File: config.mk
export PLATFORM = sky130hd
export DESIGN_NAME = jtag_host_seq
export DESIGN_NICKNAME = d
export VERILOG_FILES = /design/src/rtl/jtag_host_seq.sv
export SDC_FILE = /design/constraint.sdc
export NUM_CORES = 1
export LEC_CHECK = 0
export BUFFER_PORTS_ARGS = -buffer_cell sky130_fd_sc_hd__buf_2
export CAP_MARGIN = 20
export CORE_MARGIN = 3
export CORE_UTILIZATION = 32
export CTS_BUF_LIST = sky130_fd_sc_hd__clkbuf_4 sky130_fd_sc_hd__clkbuf_8
export CTS_CLUSTER_DIAMETER = 60
export DETAILED_ROUTE_END_ITERATION = 8
export PLACE_DENSITY = 0.47
export SLEW_MARGIN = 25
export SYNTH_ARGS = -nofsm -noshare
export SYNTH_HDL_FRONTEND = slang
export SYNTH_SLANG_ARGS = --single-unit
File: constraint.sdc
create_clock -name clk -period 3.8 [get_ports clk]
set_input_delay 0.57 -clock clk [delete_from_list [all_inputs] [get_ports clk]]
set_output_delay 0.57 -clock clk [all_outputs]
set_load 0.05 [all_outputs]
File: src/rtl/jtag_host_seq.sv
// Host-side JTAG sequencer: turns TAP-reset / IR-scan / DR-scan / idle-wait commands
// into registered TMS/TDI streams on TCK (clk) and captures TDO into a response word.
module jtag_host_seq #(
  parameter int MAX_LEN = 16,
  parameter int LEN_W   = 5
) (
  input  logic               clk,
  input  logic               TRST_n,
  input  logic               cmd_valid,
  output logic               cmd_ready,
  input  logic [1:0]         cmd_op,
  input  logic [LEN_W-1:0]   cmd_len,
  input  logic [MAX_LEN-1:0] cmd_data,
  output logic               TMS,
  output logic               TDI,
  input  logic               TDO,
  output logic               rsp_valid,
  output logic [MAX_LEN-1:0] rsp_data
);

  localparam int               IDX_W = $clog2(MAX_LEN);
  localparam logic [LEN_W-1:0] MAX_L = LEN_W'(MAX_LEN);
  localparam logic [LEN_W-1:0] ONE_L = LEN_W'(1);
  localparam logic [LEN_W-1:0] RST_LAST = LEN_W'(5);

  typedef enum logic [2:0] {
    H_IDLE  = 3'd0,
    H_PRE   = 3'd1,
    H_SHIFT = 3'd2,
    H_POST  = 3'd3,
    H_WAIT  = 3'd4,
    H_RST   = 3'd5,
    H_DONE  = 3'd6
  } state_e;

  state_e             state_q, state_d;
  logic [LEN_W-1:0]   cnt_q, cnt_d;
  logic [LEN_W-1:0]   len_q, len_d;
  logic [4:0]         pat_q, pat_d;
  logic [2:0]         plen_q, plen_d;
  logic [MAX_LEN-1:0] data_q, data_d;
  logic [MAX_LEN-1:0] rsp_q, rsp_d;
  logic               in_tlr_q, in_tlr_d;
  logic               tms_q, tms_d;
  logic               tdi_q, tdi_d;
  logic               ready_q, valid_q;
  logic [LEN_W-1:0]   len_clamp;

  // The state register always describes the bit currently on TMS/TDI, so the
  // output flops are loaded from the decoded next state.
  always_comb begin
    state_d  = state_q;
    cnt_d    = cnt_q;
    len_d    = len_q;
    pat_d    = pat_q;
    plen_d   = plen_q;
    data_d   = data_q;
    rsp_d    = rsp_q;
    tms_d    = 1'b0;
    tdi_d    = 1'b0;
    len_clamp = (cmd_len > MAX_L) ? MAX_L : cmd_len;

    case (state_q)
      H_IDLE: begin
        if (cmd_valid) begin
          data_d = cmd_data;
          rsp_d  = '0;
          cnt_d  = '0;
          case (cmd_op)
            2'b00: state_d = H_RST;
            2'b01, 2'b10: begin
              state_d = H_PRE;
              len_d   = (len_clamp == '0) ? ONE_L : len_clamp;
              // Pre-scan TMS pattern, LSB first; a leading 0 leaves Test-Logic-Reset.
              pat_d   = ((cmd_op == 2'b01) ? 5'b00011 : 5'b00001) << in_tlr_q;
              plen_d  = ((cmd_op == 2'b01) ? 3'd4 : 3'd3) + {2'b00, in_tlr_q};
            end
            default: begin
              len_d   = len_clamp + {{(LEN_W-1){1'b0}}, in_tlr_q};
              state_d = (len_d == '0) ? H_DONE : H_WAIT;
            end
          endcase
        end else begin
          state_d = H_IDLE;
        end
      end
      H_RST: begin
        if (cnt_q == RST_LAST) begin
          state_d = H_DONE;
          cnt_d   = '0;
        end else begin
          cnt_d = cnt_q + ONE_L;
        end
      end
      H_PRE: begin
        if (cnt_q == LEN_W'(plen_q) - ONE_L) begin
          state_d = H_SHIFT;
          cnt_d   = '0;
        end else begin
          cnt_d = cnt_q + ONE_L;
        end
      end
      H_SHIFT: begin
        // The TAP consumes the TDI bit now on the wire at this edge.
        rsp_d[cnt_q[IDX_W-1:0]] = TDO;
        if (cnt_q == len_q - ONE_L) begin
          state_d = H_POST;
          cnt_d   = '0;
        end else begin
          cnt_d = cnt_q + ONE_L;
        end
      end
      H_POST: begin
        if (cnt_q == ONE_L) begin
          state_d = H_DONE;
          cnt_d   = '0;
        end else begin
          cnt_d = cnt_q + ONE_L;
        end
      end
      H_WAIT: begin
        if (cnt_q == len_q - ONE_L) begin
          state_d = H_DONE;
          cnt_d   = '0;
        end else begin
          cnt_d = cnt_q + ONE_L;
        end
      end
      H_DONE:  state_d = H_IDLE;
      default: state_d = H_IDLE;
    endcase

    in_tlr_d = (state_d == H_DONE) ? 1'b0 : in_tlr_q;

    case (state_d)
      H_IDLE:  tms_d = in_tlr_d;
      H_RST:   tms_d = (cnt_d != RST_LAST);
      H_PRE:   tms_d = pat_d[cnt_d[2:0]];
      H_SHIFT: begin
        tms_d = (cnt_d == len_d - ONE_L);
        tdi_d = data_d[cnt_d[IDX_W-1:0]];
      end
      H_POST:  tms_d = (cnt_d == '0);
      default: tms_d = 1'b0;
    endcase
  end

  // State, command latches and registered outputs; TRST_n also resets the TAP model flag.
  always_ff @(posedge clk or negedge TRST_n) begin
    if (!TRST_n) begin
      state_q  <= H_IDLE;
      cnt_q    <= '0;
      len_q    <= '0;
      pat_q    <= '0;
      plen_q   <= '0;
      data_q   <= '0;
      rsp_q    <= '0;
      in_tlr_q <= 1'b1;
      tms_q    <= 1'b1;
      tdi_q    <= 1'b0;
      ready_q  <= 1'b1;
      valid_q  <= 1'b0;
    end else begin
      state_q  <= state_d;
      cnt_q    <= cnt_d;
      len_q    <= len_d;
      pat_q    <= pat_d;
      plen_q   <= plen_d;
      data_q   <= data_d;
      rsp_q    <= rsp_d;
      in_tlr_q <= in_tlr_d;
      tms_q    <= tms_d;
      tdi_q    <= tdi_d;
      ready_q  <= (state_d == H_IDLE);
      valid_q  <= (state_d == H_DONE);
    end
  end

  assign TMS       = tms_q;
  assign TDI       = tdi_q;
  assign cmd_ready = ready_q;
  assign rsp_valid = valid_q;
  assign rsp_data  = rsp_q;

endmodule
==> impl_summary.md <==
Timing
Subtracting the final worst setup slack from the clock period gives ~3.5 ns. The final count of hold timing violations is 0. The sum of negative setup slack is 0 ns.

Setup repair after global routing left no endpoint under its margin. The number of slew-limit violations in the final report is 0. The actual slew at the worst max-slew pin is approximately 0.84 ns. Derived from the worst setup path, the maximum achievable clock frequency is approximately 290 MHz.

Of the available clock period, the critical path in the final layout requires approximately nine tenths. In this run the tightest slew margin relative to its limit is 43.8%. The final worst clock skew is roughly 0.010 ns. The final number of setup-violating endpoints is 0.

Synthesis
The number of instances in the synthesized netlist is just under 400. The synthesized netlist devotes ~17% of its cell area to compound gates. A synthesized cell averages between 9 and 10 um2.

The cell area after technology mapping is between 3000 and 4000 um2. Multiplexer cells account for ~5.3% of the synthesized area. The most used flip-flop cell after synthesis is sky130_fd_sc_hd__dfrtp_1. The flip-flop and latch count after synthesis is 58. The number of nets handed over by synthesis was around 430.

The number of warnings issued by yosys is 0. In the synthesized netlist the async set-or-reset flop fraction comes to 100%. The number of library cell types mapped by synthesis is a little over 60. The synthesized netlist devotes 5.31% of its cell area to adder and majority cells. Summing the areas of all xor and xnor instances in the mapped netlist gives ~4.1% of the synthesized area. The dominant combinational cell family by area after synthesis is simple AND/OR/NAND/NOR gates. After synthesis, flip-flops and latches occupy 41.2% of the total area. After Yosys synthesis, and, or, nand and nor cells account for between 20% and 30% of the synthesized area. In this run, synthesis inferred 0 flip-flops with an integrated enable.

CTS
The clock latency reported for the late side of the worst-skew pair is 0.33 ns. The number of hold buffers added after CTS is 0. The worst-case clock buffer depth is 2.

The total number of clock tree sinks is between 50 and 60. In this run, post-CTS repair resized a total of 0 instances. The number of buffers created by CTS is 9.

The post-CTS clock slew at the launch and capture registers of the worst setup and hold paths is approximately 0.07 ns. The library cell used as clock root buffer is sky130_fd_sc_hd__clkbuf_8. The number of setup buffers added after CTS is 0. The level count of the clock H-tree is 3. The clock tree from TritonCTS is done.

Worst setup path
The sort of element at the end of the critical path is a flip-flop. Counting both buffers and inverters, the worst setup path holds a total of 2. The worst path required time is just over 4 ns. The critical path goes through inv_1 > ha_1 > nor4bb_1 > o221a_1 > a311oi_2 > a21oi_1 > a21oi_1 > buf_4 > nor3_1 > nor4_1 > o221ai_1. The delay of the slowest cell on the worst path is between 0.5 and 0.6 ns. The largest driver fanout on the critical path is 8. The worst setup path is launched from a flip-flop.

The kind of cell with the highest combined delay along the critical path is compound AO/OA/AOI/OAI gates. The largest individual stage delay along the critical path comes from the cell sky130_fd_sc_hd__a21oi_1. By instance count, the cell type seen most on the critical path is sky130_fd_sc_hd__a21oi_1. The critical path is of the reg -> reg type. The arrival time of data at the critical path endpoint is ~3.7 ns.

Drt
The count of nets left with antenna violations after detail routing is 0. Dividing the detail-routed via count by the number of cells gives between 5 and 6. The first detailed-routing pass took 4 iterations.

The count of vias placed by the detailed router is 2,947. In the final routed layout, each cell accounts on average for between 15 and 20 um. The routed design has roughly 9.1 mm of wire. The DRC violations left is 0. After the first detailed-routing iteration, the DRC count stood at slightly above 70.

Global route
Entering global routing, the biggest net connects 31 pins. The first global-routing pass estimated around 15 mm of wire. For this run, the total global-route usage over all layers was measured as between 10% and 20%. Summed over all layers, the global routing overflow is 0. The via count of the first global-routing pass is about 3,000. The number of antenna violations at the first check in global routing came to 0.

Pwr
The leakage power is between 2 and 2.5 nW. The design draws 3.50 mW. Power spread over the standard cell area amounts to approximately 850 nW/um2.

The worst voltage drop across the vdd grid is 0.291 mV.

Final layout
Cells with a size suffix above 1 make up between 20% and 30% of the layout. The area taken by flip-flops and latches is around 1500 um2. From synthesis to final layout, the design area changed by 17.1%. The area taken by multi-input logic gates is ~1900 um2. The number of antenna diodes in the final layout is 0. The filler cells instantiated in the layout total around 1,100. The number of nets in the final layout is just under 500.

Floorplanning
The floorplan step set the die width to roughly 110 um. The initial utilization of the core area, before any placement, comes to 33.6%. The area of the die is 12,300 um2. The die is between 100 and 150 um tall. After floorplanning, the core was sized to cover ~11,000 um2. Pin placement for this block handled 47 I/O pins.

Row generation in the floorplan step produced 37 rows.

Worst hold path
The class of the most critical hold timing path is in -> async.

Placement
The weighted congestion reported at the end of routability-driven placement is a little over 0.8. The total half-perimeter wirelength after legalization and detailed placement is approximately 6.7 mm. In this run the tool buffered the top-level ports with 46 buffer cells.

Run status
The run finished with clean final reports.

Flow run
Across the run, the number of max-cap violations was 0.
worst paths after layout:
kind / startpoint / end / slack [ns] / cells after the start
setup / recovery: cnt_q[1] / TMS / 0.33 / 11
hold / removal: TRST_n / rsp_data[2] / 0.26 / 1
hold reg to reg: data_q[10] / data_q[10] / 0.47 / 2
max in group asynchronous: TRST_n / TMS / 2.64 / 2
setup reg to reg: cnt_q[1] / TMS / 0.33 / 11
min in group clk: cmd_data[6] / data_q[6] / 0.45 / 3
placed cells by master (no fill, tap or decap), types with 5 or more instances in the layout:
cell type	Yosys	layout
sky130_fd_sc_hd__nor3_1	14	14
sky130_fd_sc_hd__mux2_2	7	7
sky130_fd_sc_hd__nand3_1	6	6
sky130_fd_sc_hd__buf_2	1	46
sky130_fd_sc_hd__ha_1	15	15
sky130_fd_sc_hd__a21oi_1	20	20
sky130_fd_sc_hd__inv_1	24	24
sky130_fd_sc_hd__xnor2_1	9	9
sky130_fd_sc_hd__mux2_1	6	6
sky130_fd_sc_hd__nand2_1	69	69
sky130_fd_sc_hd__nor2b_1	12	12
sky130_fd_sc_hd__and2_1	6	6
sky130_fd_sc_hd__clkbuf_8	0	11
sky130_fd_sc_hd__buf_4	1	9
sky130_fd_sc_hd__a31oi_1	6	6
sky130_fd_sc_hd__dfrtp_1	55	55
sky130_fd_sc_hd__nor2_1	13	13
sky130_fd_sc_hd__o21ai_0	34	34
sky130_fd_sc_hd__xor2_1	5	5
cells in the mapped netlist (4+ instances only):
master	number	area (um2)
sky130_fd_sc_hd__nor2_1	13	48.8
sky130_fd_sc_hd__nor3_1	14	70.1
sky130_fd_sc_hd__and3_1	4	25.0
sky130_fd_sc_hd__a21oi_1	20	100
sky130_fd_sc_hd__xor2_1	5	43.8
sky130_fd_sc_hd__o21ai_1	4	20.0
sky130_fd_sc_hd__or2_2	4	25.0
sky130_fd_sc_hd__o21ai_0	34	170
sky130_fd_sc_hd__mux2i_1	4	40.0
sky130_fd_sc_hd__clkbuf_1	12	45.0
sky130_fd_sc_hd__a31oi_1	6	37.5
sky130_fd_sc_hd__inv_1	24	90.1
sky130_fd_sc_hd__nand2b_1	4	25.0
sky130_fd_sc_hd__ha_1	15	188
sky130_fd_sc_hd__xnor2_1	9	78.8
sky130_fd_sc_hd__mux2_2	7	78.8
sky130_fd_sc_hd__nand2_1	69	259
sky130_fd_sc_hd__nor2b_1	12	75.1
sky130_fd_sc_hd__o31ai_1	4	30.0
sky130_fd_sc_hd__and2_1	6	37.5
sky130_fd_sc_hd__nand3_1	6	30.0
sky130_fd_sc_hd__dfrtp_1	55	1380
sky130_fd_sc_hd__mux2_1	6	67.6
sequential cells by signal, indices dropped and copies added, names as in the netlist:
register / count
data_q: 16
state_q: 3
in_tlr_q: 1
rsp_valid: 1
len_q: 5
cmd_ready: 1
plen_q: 3
rsp_data: 16
TMS: 1
cnt_q: 5
pat_q: 5
TDI: 1
stage by stage:
| step | worst slack (ns) | util, % | cell area, um2 | cells | hold slack (ns) |
|---|---|---|---|---|---|
| 5_1_grt | 0.0119 | 39.4 | 4140 | 582 | 0.304 |
| 2_1_floorplan | 0.875 | - | 3530 | 391 | 0.274 |
| 4_1_cts | 0.357 | 39.4 | 4140 | 582 | 0.277 |
| 3_5_place_dp | 0.393 | 37.4 | 3930 | 566 | 0.458 |
| 3_3_place_gp | 0.509 | 37.4 | 3930 | 566 | 0.451 |
| 6_report | 0.328 | 39.4 | 4140 | 582 | 0.264 |
layout make-up:
| type | instances | area share [%] |
|---|---|---|
| timing repair buffer | 55 | 7.20 |
| tap | 136 | 4.11 |
| inverter | 26 | 2.36 |
| clock buffer | 13 | 4.02 |
| sequential | 58 | 35.2 |
| multi-input combinational | 291 | 46.2 |
| clock inverter | 3 | 0.968 |
kinds of logic (layout without fill, tap and decap cells):
family | count (synthesis) | count (layout)
compound gates | 94 | 94
fa+ha+maj | 15 | 15
xor+xnor | 15 | 15
mux | 17 | 17
flops | 58 | 58
simple gates | 150 | 150
buf+inv | 42 | 97
metal layers:
metal / vias to the layer above / routed length, um / track usage (%)
met5: - / 0 / 0
met4: 0 / 132 / 4.62
met3: 12 / 325 / 3.93
met2: 64 / 4050 / 23.6
met1: 1403 / 4570 / 21.6
li1: 1468 / - / -
power by group:
group | internal [mW] | leakage (nW) | switching (mW) | total [mW]
combinational | 0.790 | 1.15 | 1.12 | 1.91
sequential | 0.824 | 0.753 | 0.170 | 0.993
clock | 0.352 | 0.110 | 0.247 | 0.598
No activity file was read; power rests on OpenSTA's default activity.
